[src/rtl/multdiv_stall_controller.sv]
// Multiply/divide sequencer: launches the multi-cycle unit from execute, freezes the
// front end while it runs, and arbitrates the result write against the MW stage.
module multdiv_stall_controller #(
  parameter int unsigned MAX_CYCLES    = 40,
  parameter int unsigned CNT_W         = 6,
  parameter int unsigned RSTATUS_REG   = 30,
  parameter int unsigned MULT_EXC_CODE = 4,
  parameter int unsigned DIV_EXC_CODE  = 5
) (
  input  logic        clock,
  input  logic        reset,
  input  logic [31:0] x_ir,
  input  logic [31:0] x_operand_a,
  input  logic [31:0] x_operand_b,
  input  logic        flush,
  input  logic        mw_regwrite,
  input  logic        md_ready,
  input  logic        md_exception,
  input  logic [31:0] md_result,
  output logic        md_ctrl_mult,
  output logic        md_ctrl_div,
  output logic [31:0] md_operand_a,
  output logic [31:0] md_operand_b,
  output logic        stall,
  output logic        wb_valid,
  output logic [4:0]  wb_rd,
  output logic [31:0] wb_data
);

  typedef enum logic [1:0] {
    ST_IDLE,
    ST_START,
    ST_BUSY,
    ST_WB
  } state_e;

  state_e            state_q, state_d;
  logic [CNT_W-1:0]  cnt_q, cnt_d;
  logic [31:0]       opa_q, opa_d;
  logic [31:0]       opb_q, opb_d;
  logic [4:0]        rd_q, rd_d;
  logic              is_div_q, is_div_d;
  logic [4:0]        wb_rd_q, wb_rd_d;
  logic [31:0]       wb_data_q, wb_data_d;
  logic              wb_en_q, wb_en_d;

  logic              dec_mult, dec_div;
  logic              stall_c, wb_valid_c;
  logic [31:0]       exc_code;

  assign dec_mult = (x_ir[31:27] == 5'b00000) && (x_ir[6:2] == 5'b00110);
  assign dec_div  = (x_ir[31:27] == 5'b00000) && (x_ir[6:2] == 5'b00111);
  assign exc_code = is_div_q ? 32'(DIV_EXC_CODE) : 32'(MULT_EXC_CODE);

  always_comb begin
    state_d      = state_q;
    cnt_d        = cnt_q;
    opa_d        = opa_q;
    opb_d        = opb_q;
    rd_d         = rd_q;
    is_div_d     = is_div_q;
    wb_rd_d      = wb_rd_q;
    wb_data_d    = wb_data_q;
    wb_en_d      = wb_en_q;
    stall_c      = 1'b0;
    wb_valid_c   = 1'b0;
    md_ctrl_mult = 1'b0;
    md_ctrl_div  = 1'b0;

    case (state_q)
      ST_IDLE: begin
        if ((dec_mult || dec_div) && !flush) begin
          stall_c  = 1'b1;
          opa_d    = x_operand_a;
          opb_d    = x_operand_b;
          rd_d     = x_ir[26:22];
          is_div_d = dec_div;
          state_d  = ST_START;
        end
      end
      ST_START: begin
        stall_c      = 1'b1;
        md_ctrl_mult = !is_div_q;
        md_ctrl_div  = is_div_q;
        cnt_d        = '0;
        state_d      = ST_BUSY;
      end
      ST_BUSY: begin
        stall_c = 1'b1;
        cnt_d   = cnt_q + 1'b1;
        // A result arriving on the last allowed cycle wins over the timeout.
        if (md_ready && !md_exception) begin
          wb_rd_d   = rd_q;
          wb_data_d = md_result;
          wb_en_d   = (rd_q != 5'd0);
          state_d   = ST_WB;
        end else if (md_ready || (cnt_q == CNT_W'(MAX_CYCLES - 1))) begin
          wb_rd_d   = 5'(RSTATUS_REG);
          wb_data_d = exc_code;
          wb_en_d   = 1'b1;
          state_d   = ST_WB;
        end
      end
      ST_WB: begin
        if (mw_regwrite) begin
          stall_c = 1'b1;
        end else begin
          wb_valid_c = wb_en_q;
          state_d    = ST_IDLE;
        end
      end
      default: state_d = ST_IDLE;
    endcase
  end

  always_ff @(posedge clock or negedge reset) begin
    if (!reset) begin
      state_q   <= ST_IDLE;
      cnt_q     <= '0;
      opa_q     <= '0;
      opb_q     <= '0;
      rd_q      <= '0;
      is_div_q  <= 1'b0;
      wb_rd_q   <= '0;
      wb_data_q <= '0;
      wb_en_q   <= 1'b0;
    end else begin
      state_q   <= state_d;
      cnt_q     <= cnt_d;
      opa_q     <= opa_d;
      opb_q     <= opb_d;
      rd_q      <= rd_d;
      is_div_q  <= is_div_d;
      wb_rd_q   <= wb_rd_d;
      wb_data_q <= wb_data_d;
      wb_en_q   <= wb_en_d;
    end
  end

  // The IDLE stall is combinational from x_ir, so it is masked while reset is held.
  assign stall        = stall_c & reset;
  assign wb_valid     = wb_valid_c;
  assign wb_rd        = wb_valid_c ? wb_rd_q : '0;
  assign wb_data      = wb_valid_c ? wb_data_q : '0;
  assign md_operand_a = opa_q;
  assign md_operand_b = opb_q;

endmodule

[config.mk]
export PLATFORM = sky130hd
export DESIGN_NAME = multdiv_stall_controller
export DESIGN_NICKNAME = d
export VERILOG_FILES = /design/src/rtl/multdiv_stall_controller.sv
export SDC_FILE = /design/constraint.sdc
export NUM_CORES = 1
export LEC_CHECK = 0
export BUFFER_PORTS_ARGS = -buffer_cell sky130_fd_sc_hd__buf_2
export CAP_MARGIN = 20
export CORE_MARGIN = 2
export CORE_UTILIZATION = 45
export DETAILED_ROUTE_END_ITERATION = 7
export PLACE_DENSITY = 0.86
export SLEW_MARGIN = 20
export SYNTH_ARGS = -nofsm -noshare
export SYNTH_HDL_FRONTEND = slang
export SYNTH_SLANG_ARGS = --single-unit
[constraint.sdc]
create_clock -name clock -period 3.9 [get_ports clock]
set_clock_uncertainty 0.15 [all_clocks]
set_input_delay 0.78 -clock clock [delete_from_list [all_inputs] [get_ports clock]]
set_output_delay 0.78 -clock clock [all_outputs]
set_load 0.01 [all_outputs]
==> results of run 1 <==
## power by group
part	internal [uW]	switching, uW
sequential	1410	101
clock	1020	601
combinational	330	441
## layer usage
layer	share of wire, %	vias to the layer above	GRT usage, %
met5	0	-	0
met4	1.6	0	7.07
met3	8.3	13	7.02
met2	47	189	31.7
met1	43	1878	25.4
li1	-	1875	-
## worst max path at each step
stage	from	to	slack, ns	cells after the start
after floorplan	x_ir[30]	stall	1.46	3
after global placement	x_ir[30]	stall	1.22	5
after detailed placement	x_ir[30]	stall	1.19	5
after CTS	state_q[0]$_DFFE_PN0P_	wb_data[29]	1.05	6
after global routing	state_q[0]$_DFFE_PN0P_	stall	0.93	5
final	state_q[0]$_DFFE_PN0P_	wb_data[29]	1.07	6
## worst register-to-register path: stages, from the launching register on
cell	delay [ns]
dfrtp_1	0.43
inv_1	0.13
ha_1	0.36
inv_2	0.41
nor2_2	0.51
mux2_2	0.39
## flip-flops by register name, indices dropped and copies added (netlist names), 2 cells and up
register,cells
md_operand_a,32
wb_rd_q,5
cnt_q,6
rd_q,5
wb_data_q,32
state_q,2
md_operand_b,32
## cell families after synthesis
logic type | count (synthesis) | synth area share [%]
xor+xnor | 1 | 0.163
compound gates | 76 | 9.17
mux | 79 | 21.3
flops | 116 | 54.0
simple gates | 101 | 10.5
fa+ha+maj | 6 | 1.40
buf+inv | 34 | 3.42
## placed cells by master, fill, tap and decap left out, types with 2 or more instances in the layout
master / netlist / routed
a21oi_1: 3 / 3
mux2_2: 10 / 10
mux2_4: 68 / 68
inv_6: 0 / 7
buf_4: 0 / 4
nor2_1: 4 / 3
nor2_2: 1 / 2
inv_1: 4 / 4
buf_2: 3 / 220
dfrtp_1: 116 / 116
clkbuf_16: 0 / 17
nand2b_1: 6 / 6
nand3_1: 3 / 3
and2_1: 39 / 39
ha_1: 6 / 6
o21ai_0: 36 / 36
o31ai_1: 32 / 32
bufinv_16: 0 / 3
clkinvlp_4: 0 / 2
nor2b_1: 3 / 2
nand2_1: 37 / 37
clkinv_4: 0 / 3
## through the flow
| step | worst slack (ns) | hold slack (ns) | utilization [%] |
|---|---|---|---|
| final | 1.07 | 0.178 | 62.4 |
| after global routing | 0.934 | 0.199 | 62.4 |
| after CTS | 1.05 | 0.173 | 62.4 |
| after detailed placement | 1.19 | 0.337 | 57.0 |
| after global placement | 1.22 | 0.331 | 57.0 |
| after floorplan | 1.46 | 0.318 | - |
## cell type report
type | instances | area (sq um)
Sequential cell | 116 | 2900
Timing Repair Buffer | 226 | 1160
Inverter | 5 | 18.8
Clock inverter | 15 | 193
Tap cell | 143 | 179
Fill cell | 907 | 4330
Clock buffer | 17 | 425
Multi-Input combinational cell | 263 | 2300
==> summary.md, run 1 <==
| Metric | Value |
|---|---|
| Startpoint types | `register` |
| Max Freq | `roughly 0.35 GHz` |
| TritonCTS Buffers | `17` |
| GRT Util Overall | `19.9%` |
| Layout Nets | `769` |
| Family with the most delay on the worst path | `buffers and inverters` |
| Worst reg2reg startpoint | `state_q[0]$_DFFE_PN0P_` |
| Period Utilization, post-route | `around 73%` |
| N_diodes | `0` |
| Syn_area_per_cell | `approximately 13 sq um` |
| WP buf/inv | `2` |
| H-tree levels | `4` |
| Synth area leader | `dfrtp_1` |
| Row count | `39` |
| Outcome | `complete, no violations` |
| Fin crit period | `around 2.8 ns` |
| Largest net degree at the start of global routing | `84` |
| Placer Congestion | `about 0.77` |
| Post-CTS setup buffers | `0` |
| Post-route insts no fill | `slightly below 800` |
| Core area | `around 12,000 sq um` |
| Setup TNS | `0 ns` |
| Pre-antenna DRT Iters | `4` |
| GRT overflow | `0` |
| Post-DP Area | `~6600 sq um` |
| CTS tree | `built` |
| Die Span Y | `113 um` |
| Max cap viols | `0` |
| Die W | `between 100 and 150 um` |
| Placed cells | `roughly 750` |
| Longest Clk Path Bufs | `2` |
| Worst Max-Slew Pin Slew | `0.878 ns` |
| Final hold vios | `0` |
| DIE AREA | `approximately 13,000 sq um` |
| DRT Wirelength | `12,600 um` |
| ANT nets after route | `0` |
| IO Port Bufs | `approximately 220` |
| Global-route wire length before repair | `20,100 um` |
| HPWL after DPL | `8920 um` |
| Initial antenna violation count | `0` |
| TritonCTS Sinks | `~120` |
| FF-to-FF setup slack | `1.40 ns` |
| FF-to-FF path depth | `5` |
| Synthesized instance count | `about 410` |
| Endpoints failing setup | `0` |
| Area Growth Syn to Fin | `33.7%` |
| RSZ-0062 raised after global routing | `false` |
| Post-synthesis async set-or-reset flop share | `100%` |
| Synth top cells by count | `dfrtp_1, mux2_4, and2_1` |
| Slowest stage cell, crit path | `dfrtp_1` |
| Clk pin slew, worst setup/hold paths | `0.06 ns` |
| Top cell type's share of synthesized area | `a little over half` |
| Worst hold path type | `in -> async` |
| Yosys reg bits | `about 120` |
| Layout cells sized above 1 | `between 50 and 60%` |
| Synthesized Nets | `about 550` |
| Max VDD drop | `0.261 mV` |
| Total Power | `between 3000 and 4000 uW` |
| Most frequent cell after synthesis | `dfrtp_1` |
| Post-CTS resize count | `0` |
| Crit. End Element | `output pin` |
| Critical Path RT | `approximately 3 ns` |
| DR DRC count | `0` |
| Ys Warns | `0` |
| Final instance area | `7180 sq um` |
| Drt initial violations | `231` |
| Clk Latency, worst-skew pair | `~0.40 ns` |
| Synth Flop Type | `dfrtp_1` |
| Crit path kind | `reg -> out` |
| Top-Level Pins | `about 240` |
| Final Max Tran Viols | `0` |
| Starting density of the core | `roughly 47%` |
| WP data arrival | `1.90 ns` |
| Post-synth EDFFs | `0` |
| Slew margin rel. | `between 40% and 50%` |
| Leak | `0.00401 uW` |
| Delay of the slowest cell on the worst path | `~0.42 ns` |
| Top area cells in the synthesized netlist | `dfrtp_1, mux2_4, and2_1` |
| Cell-by-cell trace of the critical path | `ha_1, nand2_1, nor2_2, buf_4, and2_1, buf_2` |
| Reg-to-Reg End | `wb_en_q$_DFFE_PN0P_` |
| Vias in the first global route | `around 4,000` |
| Via density per instance | `about 5.0` |
| Cell area after synthesis | `5370 sq um` |
| Hold buffers post-CTS | `0` |
| Crit-path max FO | `34` |
| Vias | `between 3,000 and 4,000` |
| Post-synthesis cell type count | `35` |
| Sequential area share after synthesis | `roughly 54%` |
| Pwr dens | `approximately 540 nW/um^2` |
| CTS root buffer | `clkbuf_16` |
| Routed len/inst | `about 16 um` |
Note: power is estimated with default switching activity, not from simulation.
==> run 2: changes to the inputs <==
clock period = 2.9 ns   (was 3.9 ns; I/O delays follow)
==> run 2 against run 1 <==
Net effect:
- largest power group unchanged
- total power up 34%
- critical path type is now in -> out
- first-iteration DRC count up 40%
- critical path depth down 1
- critical endpoint is now stall
==> summary.md, run 2 (synthesis results as in run 1) <==
| Metric | Value |
|---|---|
| DR DRC count | `0 (unchanged)` |
| Longest Clk Path Bufs | `2 (unchanged)` |
| Die W | `113 um (unchanged)` |
| Clk pin slew, worst setup/hold paths | `0.06 ns (about the same)` |
| Area Growth Syn to Fin | `33.9%` |
| Leak | `0.00402 uW (+0.27%)` |
| Final Max Tran Viols | `0 (unchanged)` |
| Post-DP Area | `6570 sq um (+0.15%)` |
| Fin crit period | `between 2 and 3 ns` |
| H-tree levels | `4 (unchanged)` |
| Via density per instance | `5.09 (+1.1%)` |
| Pre-antenna DRT Iters | `4 (unchanged)` |
| Clk Latency, worst-skew pair | `0.40 ns (about the same)` |
| Startpoint types | `input port` |
| Crit. End Element | `output pin` |
| Drt initial violations | `323 (+40%)` |
| Max cap viols | `0 (unchanged)` |
| HPWL after DPL | `9140 um (+2.5%)` |
| CTS root buffer | `clkbuf_16` |
| TritonCTS Buffers | `17 (unchanged)` |
| Vias in the first global route | `4,075 (+1.9%)` |
| Post-CTS resize count | `0 (unchanged)` |
| Row count | `39 (unchanged)` |
| Worst Max-Slew Pin Slew | `0.802 ns (-0.0759 ns)` |
| Final instance area | `7200 sq um (+0.19%)` |
| Top-Level Pins | `239 (unchanged)` |
| DIE AREA | `12,800 sq um (unchanged)` |
| ANT nets after route | `0 (unchanged)` |
| Slew margin rel. | `46.5% (+5.1 points)` |
| GRT Util Overall | `20.5% (+0.56 points)` |
| DRT Wirelength | `12,800 um (+1.4%)` |
| Fillers | `892 (-1.7%)` |
| N_diodes | `0 (unchanged)` |
| Layout Nets | `773 (+0.52%)` |
| Core area | `11,500 sq um (unchanged)` |
| Endpoints failing setup | `0 (unchanged)` |
| Global-route wire length before repair | `20,400 um (+1.6%)` |
| Vias | `4,019 (+1.6%)` |
| Outcome | `complete, no violations` |
| IO Port Bufs | `221 (unchanged)` |
| CTS tree | `built` |
| Die Span Y | `113 um (unchanged)` |
| Max Freq | `0.377 GHz` |
| Placer Congestion | `0.760 (-1.7%)` |
| Crit path kind | `in -> out` |
| Most frequent cells in the layout | `buf_2, dfrtp_1, mux2_4, and2_1, nand2_1` |
| Largest net degree at the start of global routing | `65 (-23%)` |
| Setup TNS | `0 ns (unchanged)` |
| Worst hold path type | `in -> reg` |
| Initial antenna violation count | `0 (unchanged)` |
| Starting density of the core | `46.7% (unchanged)` |
| Final hold vios | `0 (unchanged)` |
| Worst hold margin | `0.254 ns (+0.0764 ns)` |
| Crit-path max FO | `32 (-5.9%)` |
| Routed len/inst | `16.2 um (+0.93%)` |
| RSZ-0062 raised after global routing | `false` |
| Layout cells sized above 1 | `54.3% (+0.13 points)` |
| GRT overflow | `0 (unchanged)` |
| Commonest non-fill, non-tap cell in the layout | `buf_2` |
| TritonCTS Sinks | `116 (unchanged)` |
| Critical Path RT | `2.17 ns (-0.80 ns)` |
| Max VDD drop | `0.355 mV (+36%)` |
| Period Utilization, post-route | `between 90% and 100%` |
| WP data arrival | `1.92 ns (+0.02 ns)` |
| Pwr dens | `727 nW/um^2 (+34%)` |
[run 2: cell types whose count changed in the layout (fill, tap and decap cells not counted), sizes merged]
cell         before  now
dlygate4sd3       0    1
buf             226  229
clkbuf           17   18
inv              12    8
clkinv            3    6
[run 2: critical path, cell delays in order]
cell and delay [ns]:
dlygate4sd3_1 0.54, buf_4 0.37, o31ai_1 0.14, a21oi_1 0.13, buf_2 0.14
[run 2: report_power, final]
| part | switching, uW | internal [uW] |
|---|---|---|
| registers | 136 | 1900 |
| logic | 590 | 452 |
| clock network | 774 | 1380 |
| total | 1500 | 3730 |
[run 2: worst paths after layout]
path | slack, ns | endpoint | from | cells past startpoint
max in group asynchronous | 1.04 | wb_rd_q[0]$_DFFE_PN0P_ | reset | 3
max | 0.25 | stall | reset | 5
min reg2reg | 0.35 | wb_data_q[22]$_DFFE_PN0P_ | wb_data_q[22]$_DFFE_PN0P_ | 2
min in group asynchronous | 0.53 | wb_data_q[8]$_DFFE_PN0P_ | reset | 2
min | 0.25 | md_operand_a[20]$_DFFE_PN0P_ | x_operand_a[20] | 2
max reg2reg | 0.72 | md_operand_a[4]$_DFFE_PN0P_ | state_q[1]$_DFFE_PN0P_ | 5
[run 2: per-layer routing]
layer / GRT usage, % / routed length (um)
met5: 0 / 0
met4: 6.42 / 184
met3: 6.86 / 1080
met2: 34.3 / 6200
met1: 25.2 / 5350
[run 2: per-stage QoR]
| step | instances | util, % | worst slack [ns] | power, uW |
|---|---|---|---|---|
| 6_report | 789 | 62.5 | 0.246 | 5230 |
| 3_5_place_dp | 756 | 57.1 | 0.551 | 3110 |
| 4_1_cts | 789 | 62.5 | 0.225 | 5290 |
| 3_3_place_gp | 756 | 57.1 | 0.600 | 3040 |
| 2_1_floorplan | 413 | - | 0.864 | 2730 |
| 5_1_grt | 789 | 62.5 | 0.103 | 5530 |
[run 2: what timing repair did]
item	in CTS	in global routing
setup buffers	0	0
hold endpoints to repair	29	0
hold buffers	1	0
[run 2: final cells by class]
class	instances	area [sq um]	area share [%]
flip-flops and latches	116	2900	40.3
well taps	143	179	2.49
repair buffers	230	1180	16.4
inverters	5	18.8	0.261
multi-input cells	263	2300	32.0
clock buffers	18	439	6.10
clock inverters	14	176	2.45
